`src/rtl/rst_seq_pkg.sv`:
```
// Shared types for the staged reset sequencer and its bench.
package rst_seq_pkg;

    typedef enum logic [2:0] {
        HOLD     = 3'd0,
        WAIT_ACK = 3'd1,
        GAP      = 3'd2,
        RUN      = 3'd3,
        FAULT    = 3'd4
    } state_t;

    function automatic int max3(input int a, input int b, input int c);
        int m;
        m = (a > b) ? a : b;
        return (m > c) ? m : c;
    endfunction

endpackage

```
`src/rtl/rst_seq_ctrl.sv`:
```
// Staged reset sequencer: hold all stages, then release one at a time on ack,
// flag timeouts and ack loss, restart on soft reset.
module rst_seq_ctrl
    import rst_seq_pkg::*;
#(
    parameter int NUM_STG  = 4,
    parameter int HOLD_CYC = 1024,
    parameter int STG_GAP  = 256,
    parameter int ACK_TO   = 65535
) (
    input  logic                       clk,
    input  logic                       rst_n,
    input  logic                       soft_rst_req,
    input  logic [NUM_STG-1:0]         stage_ack,
    output logic [NUM_STG-1:0]         stg_rst_n,
    output logic                       all_ready,
    output logic                       seq_err,
    output logic [$clog2(NUM_STG)-1:0] err_stage
);

    localparam int IW   = $clog2(NUM_STG);
    localparam int MAXC = max3(HOLD_CYC, STG_GAP, ACK_TO);
    localparam int CW   = (MAXC > 1) ? $clog2(MAXC) : 1;

    localparam logic [CW-1:0] HOLD_LAST = CW'(HOLD_CYC - 1);
    localparam logic [CW-1:0] GAP_LAST  = CW'(STG_GAP - 1);
    localparam logic [CW-1:0] TO_LAST   = CW'(ACK_TO - 1);
    localparam logic [IW-1:0] IDX_LAST  = IW'(NUM_STG - 1);

    state_t               state_q, state_d;
    logic [CW-1:0]        cnt_q, cnt_d;
    logic [IW-1:0]        idx_q, idx_d;
    logic [NUM_STG-1:0]   stg_q, stg_d;
    logic                 rdy_q, rdy_d;
    logic                 err_q, err_d;
    logic [IW-1:0]        es_q, es_d;

    logic                 go_fault;
    logic [IW-1:0]        fault_idx;

    always_comb begin
        state_d   = state_q;
        cnt_d     = cnt_q;
        idx_d     = idx_q;
        stg_d     = stg_q;
        rdy_d     = rdy_q;
        err_d     = err_q;
        es_d      = es_q;
        go_fault  = 1'b0;
        fault_idx = '0;

        if (soft_rst_req) begin
            state_d = HOLD;
            cnt_d   = '0;
            idx_d   = '0;
            stg_d   = '0;
            rdy_d   = 1'b0;
            err_d   = 1'b0;
            es_d    = '0;
        end else begin
            case (state_q)
                HOLD: begin
                    if (cnt_q == HOLD_LAST) begin
                        stg_d[0] = 1'b1;
                        idx_d    = '0;
                        cnt_d    = '0;
                        state_d  = WAIT_ACK;
                    end else begin
                        cnt_d = cnt_q + 1'b1;
                    end
                end
                WAIT_ACK: begin
                    if (stage_ack[idx_q]) begin
                        if (idx_q == IDX_LAST) begin
                            state_d = RUN;
                            rdy_d   = 1'b1;
                        end else begin
                            cnt_d   = '0;
                            state_d = GAP;
                        end
                    end else if (cnt_q == TO_LAST) begin
                        go_fault  = 1'b1;
                        fault_idx = idx_q;
                    end else begin
                        cnt_d = cnt_q + 1'b1;
                    end
                end
                GAP: begin
                    if (cnt_q == GAP_LAST) begin
                        idx_d        = IW'(idx_q + 1'b1);
                        stg_d[idx_d] = 1'b1;
                        cnt_d        = '0;
                        state_d      = WAIT_ACK;
                    end else begin
                        cnt_d = cnt_q + 1'b1;
                    end
                end
                RUN: begin
                    // Downward scan so the lowest dropped ack wins.
                    if (!(&stage_ack)) begin
                        go_fault = 1'b1;
                        for (int i = NUM_STG - 1; i >= 0; i--) begin
                            if (!stage_ack[i]) fault_idx = IW'(i);
                        end
                    end
                end
                FAULT: ;
                default: state_d = HOLD;
            endcase

            if (go_fault) begin
                state_d = FAULT;
                err_d   = 1'b1;
                es_d    = fault_idx;
                rdy_d   = 1'b0;
                for (int i = 0; i < NUM_STG; i++) begin
                    if (i >= int'(fault_idx)) stg_d[i] = 1'b0;
                end
            end
        end
    end

    always_ff @(posedge clk or negedge rst_n) begin
        if (!rst_n) begin
            state_q <= HOLD;
            cnt_q   <= '0;
            idx_q   <= '0;
            stg_q   <= '0;
            rdy_q   <= 1'b0;
            err_q   <= 1'b0;
            es_q    <= '0;
        end else begin
            state_q <= state_d;
            cnt_q   <= cnt_d;
            idx_q   <= idx_d;
            stg_q   <= stg_d;
            rdy_q   <= rdy_d;
            err_q   <= err_d;
            es_q    <= es_d;
        end
    end

    assign stg_rst_n = stg_q;
    assign all_ready = rdy_q;
    assign seq_err   = err_q;
    assign err_stage = es_q;

endmodule

```
`config.mk`:
```
export PLATFORM = sky130hd
export DESIGN_NAME = rst_seq_ctrl
export DESIGN_NICKNAME = d
export VERILOG_FILES = /design/src/rtl/rst_seq_pkg.sv /design/src/rtl/rst_seq_ctrl.sv
export SDC_FILE = /design/constraint.sdc
export NUM_CORES = 1
export LEC_CHECK = 0
export CAP_MARGIN = 20
export CORE_ASPECT_RATIO = 2
export CORE_UTILIZATION = 38
export CTS_CLUSTER_DIAMETER = 100
export DETAILED_ROUTE_END_ITERATION = 7
export GPL_TIMING_DRIVEN = 0
export PLACE_DENSITY = 0.69
export SLEW_MARGIN = 25
export SYNTH_ARGS = -nofsm -noshare
export SYNTH_HDL_FRONTEND = slang
export SYNTH_SLANG_ARGS = --single-unit
```
`constraint.sdc`:
```
create_clock -name clk -period 2.25 [get_ports clk]
set_input_delay 0.45 -clock clk [delete_from_list [all_inputs] [get_ports clk]]
set_output_delay 0.45 -clock clk [all_outputs]
set_load 0.01 [all_outputs]
```
==> impl_metrics.tcl <==
set metrics [dict create \
    utilization_pct 50.0 \
    cpMostUsedCell "or4_4" \
    tightestPinTransition_ns 0.681 \
    slowest_stage "or4_4" \
    grt_overflow 0 \
    cts.clk_slew.worst_paths_ns 0.07 \
    violations "setup timing" \
    synth_mux_area_share_pct 1.89 \
    worstSkewPairLatency_ns 0.28 \
    die_area_sq_um 5000 \
    critPathRequiredTime_ns 2.45 \
    hold_class "primary input to asynchronous set/reset pin" \
    syn_avg_cell_area_sq_um 8.72 \
    io_buffer_count 14 \
    start_kind "register" \
    p_per_area_nw_per_um2 483 \
    setup_viol 10 \
    remaining_drc_errors 0 \
    synth_top_area_share_pct 40.6 \
    dr.first_iter.drc_count 48 \
    layout_setup_ws_ns -0.0240 \
    max-clock-path-buffers 2 \
    synth_fa_ha_area_share_pct 4.20 \
    grt_usage_pct 20.8 \
    p_leak_nw 0.920 \
    reg2regPathDepth 9 \
    avgRoutedWirePerCell_microns 16.2 \
    layout_commonest_cell "dfrtp_1" \
    syn_inst 205 \
    synth-async-reset-ratio_pct 100 \
    diodes 0 \
    hpwl_mm 3.29 \
    synth_simple_gate_area_share_pct 29.7 \
    routed_wl_mm 4.82 \
    core_sq_um 4550 \
    ant_nets 0 \
    path_buf_inv 2 \
    synth_compound_area_share_pct 18.2 \
    die_w_microns 50.5 \
    yosysWarnings 0 \
    ios 15 \
    placementRows 35 \
    final.period_utilization_pct 101 \
    antenna_found_initial 0 \
    hold_buffers 0 \
    worst_ir_drop_vdd_v 0.000395 \
    outcome "complete, but fails checks" \
    synth_top_family_by_area "simple AND/OR/NAND/NOR gates" \
    first_pass_iters 7 \
    path_cells "inv_1, ha_1, nand3_1, or4_4, or4_4, a21oi_4, buf_4, a21oi_1, o22ai_1" \
    via_per_inst 5.68 \
    hold_viol 0 \
    gp_congestion 0.816 \
    crit_fanout 5 \
    yosys.cell_types.count 48 \
    ctsRootBufferMaster "clkbuf_8" \
    grt_pass1_wl_mm 7.78 \
    yosysTopAreaCell "dfrtp_1" \
    ys_seq_elements 29 \
    slew_headroom_pct 54.6 \
    rsz0062_at_grt "true" \
    synth_edf_count 0 \
    clkSinkCount 29 \
    fmax_mhz 440 \
    htree_levels 2 \
    maxCapViolations 0 \
    vias 1693 \
    synth_xor_area_share_pct 0.490 \
    cp_top_family "simple AND/OR/NAND/NOR gates" \
    synthesis.nets 218 \
    cp.depth 9 \
    num-nets-final 255 \
    synth-seq-area-share_pct 40.6 \
    final_max_slew_viol_count 0 \
    numCtsBuffers 5 \
    synth_area_sq_um 1790 \
    grt_pass1_vias 1663 \
    finalClockSkew_ns 0.00593 \
    cp-end-kind "register" \
    min_period_ns 2.27 \
    cts_tree "yes" \
    slowest_delay_ns 0.46 \
    synth-main-ff-cell "dfrtp_1" \
    drive_gt1_share_pct 21.0 \
    synth_area_leaders "dfrtp_1, nand2_1, nand3_1" \
    arrival_ns 2.47 \
    grt_max_degree 30 \
    setup-tns-final_ns -0.116 \
    path_class "register to register" \
    start_util_pct 39.2 \
    die_h_microns 99.0 \
    final_cell_mix "dfrtp_1, nand2_1, nor2_1, nand3_1, buf_4" \
    synthToLayoutAreaGrowth_pct 27.4 \
]
## cell usage after synthesis (4+ instances only)
cell / number
dfrtp_1: 29
nor2_1: 20
ha_1: 6
o22ai_1: 4
nand2_1: 25
nand3_1: 17
o211ai_1: 6
o31ai_1: 4
nand4_1: 5
or2_2: 4
clkbuf_1: 4
a21oi_1: 13
nor3_1: 5
inv_1: 12
## power breakdown
part / switching, W / leakage (nW) / internal (W)
Clock: 0.000212 / 0.0542 / 0.000276
Combinational: 0.0000450 / 0.467 / 0.0000336
Sequential: 0.00000700 / 0.399 / 0.000526
## routing by layer
layer	vias up	track usage [%]	share of wire, %
met5	-	0	0
met3	18	3.55	3.3
met4	0	14.1	4.9
met2	48	37.3	54
li1	813	-	-
met1	814	21.0	37
## area by class of cell
class,count,area [sq um]
Tap cell,55,68.8
Multi-Input combinational cell,157,1010
Timing Repair Buffer,31,277
Clock buffer,7,96.3
Fill cell,444,2280
Buffer,6,45.0
Sequential cell,29,728
Inverter,12,45.0
Clock inverter,1,5.00
## stage by stage
step                      hold WS (ns)  cell area, sq um  cells  power [W]  setup slack (ns)
after floorplan                  0.154              1790    205   0.000573             0.134
after global placement           0.482              2000    274   0.000609            -0.639
after detailed placement         0.503              1990    274   0.000609            -0.646
after CTS                        0.221              2210    292    0.00110            -0.136
after global routing             0.242              2280    298    0.00113            -0.120
final                            0.202              2280    298    0.00110           -0.0240
## logic make-up (layout without fill, tap and decap cells)
| group | count (synthesis) | in the layout |
|---|---|---|
| flip-flops | 29 | 29 |
| adder cells (fa/ha/maj) | 6 | 6 |
| AND/OR/NAND/NOR | 101 | 101 |
| XOR/XNOR | 1 | 1 |
| multiplexers | 2 | 2 |
| AO/OA/AOI/OAI | 47 | 47 |
| buffers and inverters | 19 | 57 |
## path summary, 6_finish.rpt
kind | start | to | slack (ns)
max in group asynchronous | rst_n | idx_q[0]$_DFFE_PN0P_ | 1.56
worst min-delay path | rst_n | seq_err$_DFFE_PN0N_ | 0.20
worst max-delay path | cnt_q[0]$_DFFE_PN0P_ | cnt_q[5]$_DFFE_PN0P_ | -0.02
worst min register to register | err_stage[1]$_DFFE_PN0N_ | err_stage[1]$_DFFE_PN0N_ | 0.51
worst max register to register | cnt_q[0]$_DFFE_PN0P_ | cnt_q[5]$_DFFE_PN0P_ | -0.02
min in group clk | err_stage[1]$_DFFE_PN0N_ | err_stage[1]$_DFFE_PN0N_ | 0.51
## state kept, by name, summed over array words and instances (netlist names)
signal and count:
state_q 3, seq_err 1, cnt_q 16, stg_rst_n 4, idx_q 2, err_stage 2
all_ready 1
## timing repair
action                                 CTS  global route
pin swaps                                4             3
resized for setup                       14             8
setup endpoints to repair               25            28
endpoints found under the hold margin    0             0
gates cloned                             1             0
buffers inserted                        10             6
Power figures use the tool's default switching activity.
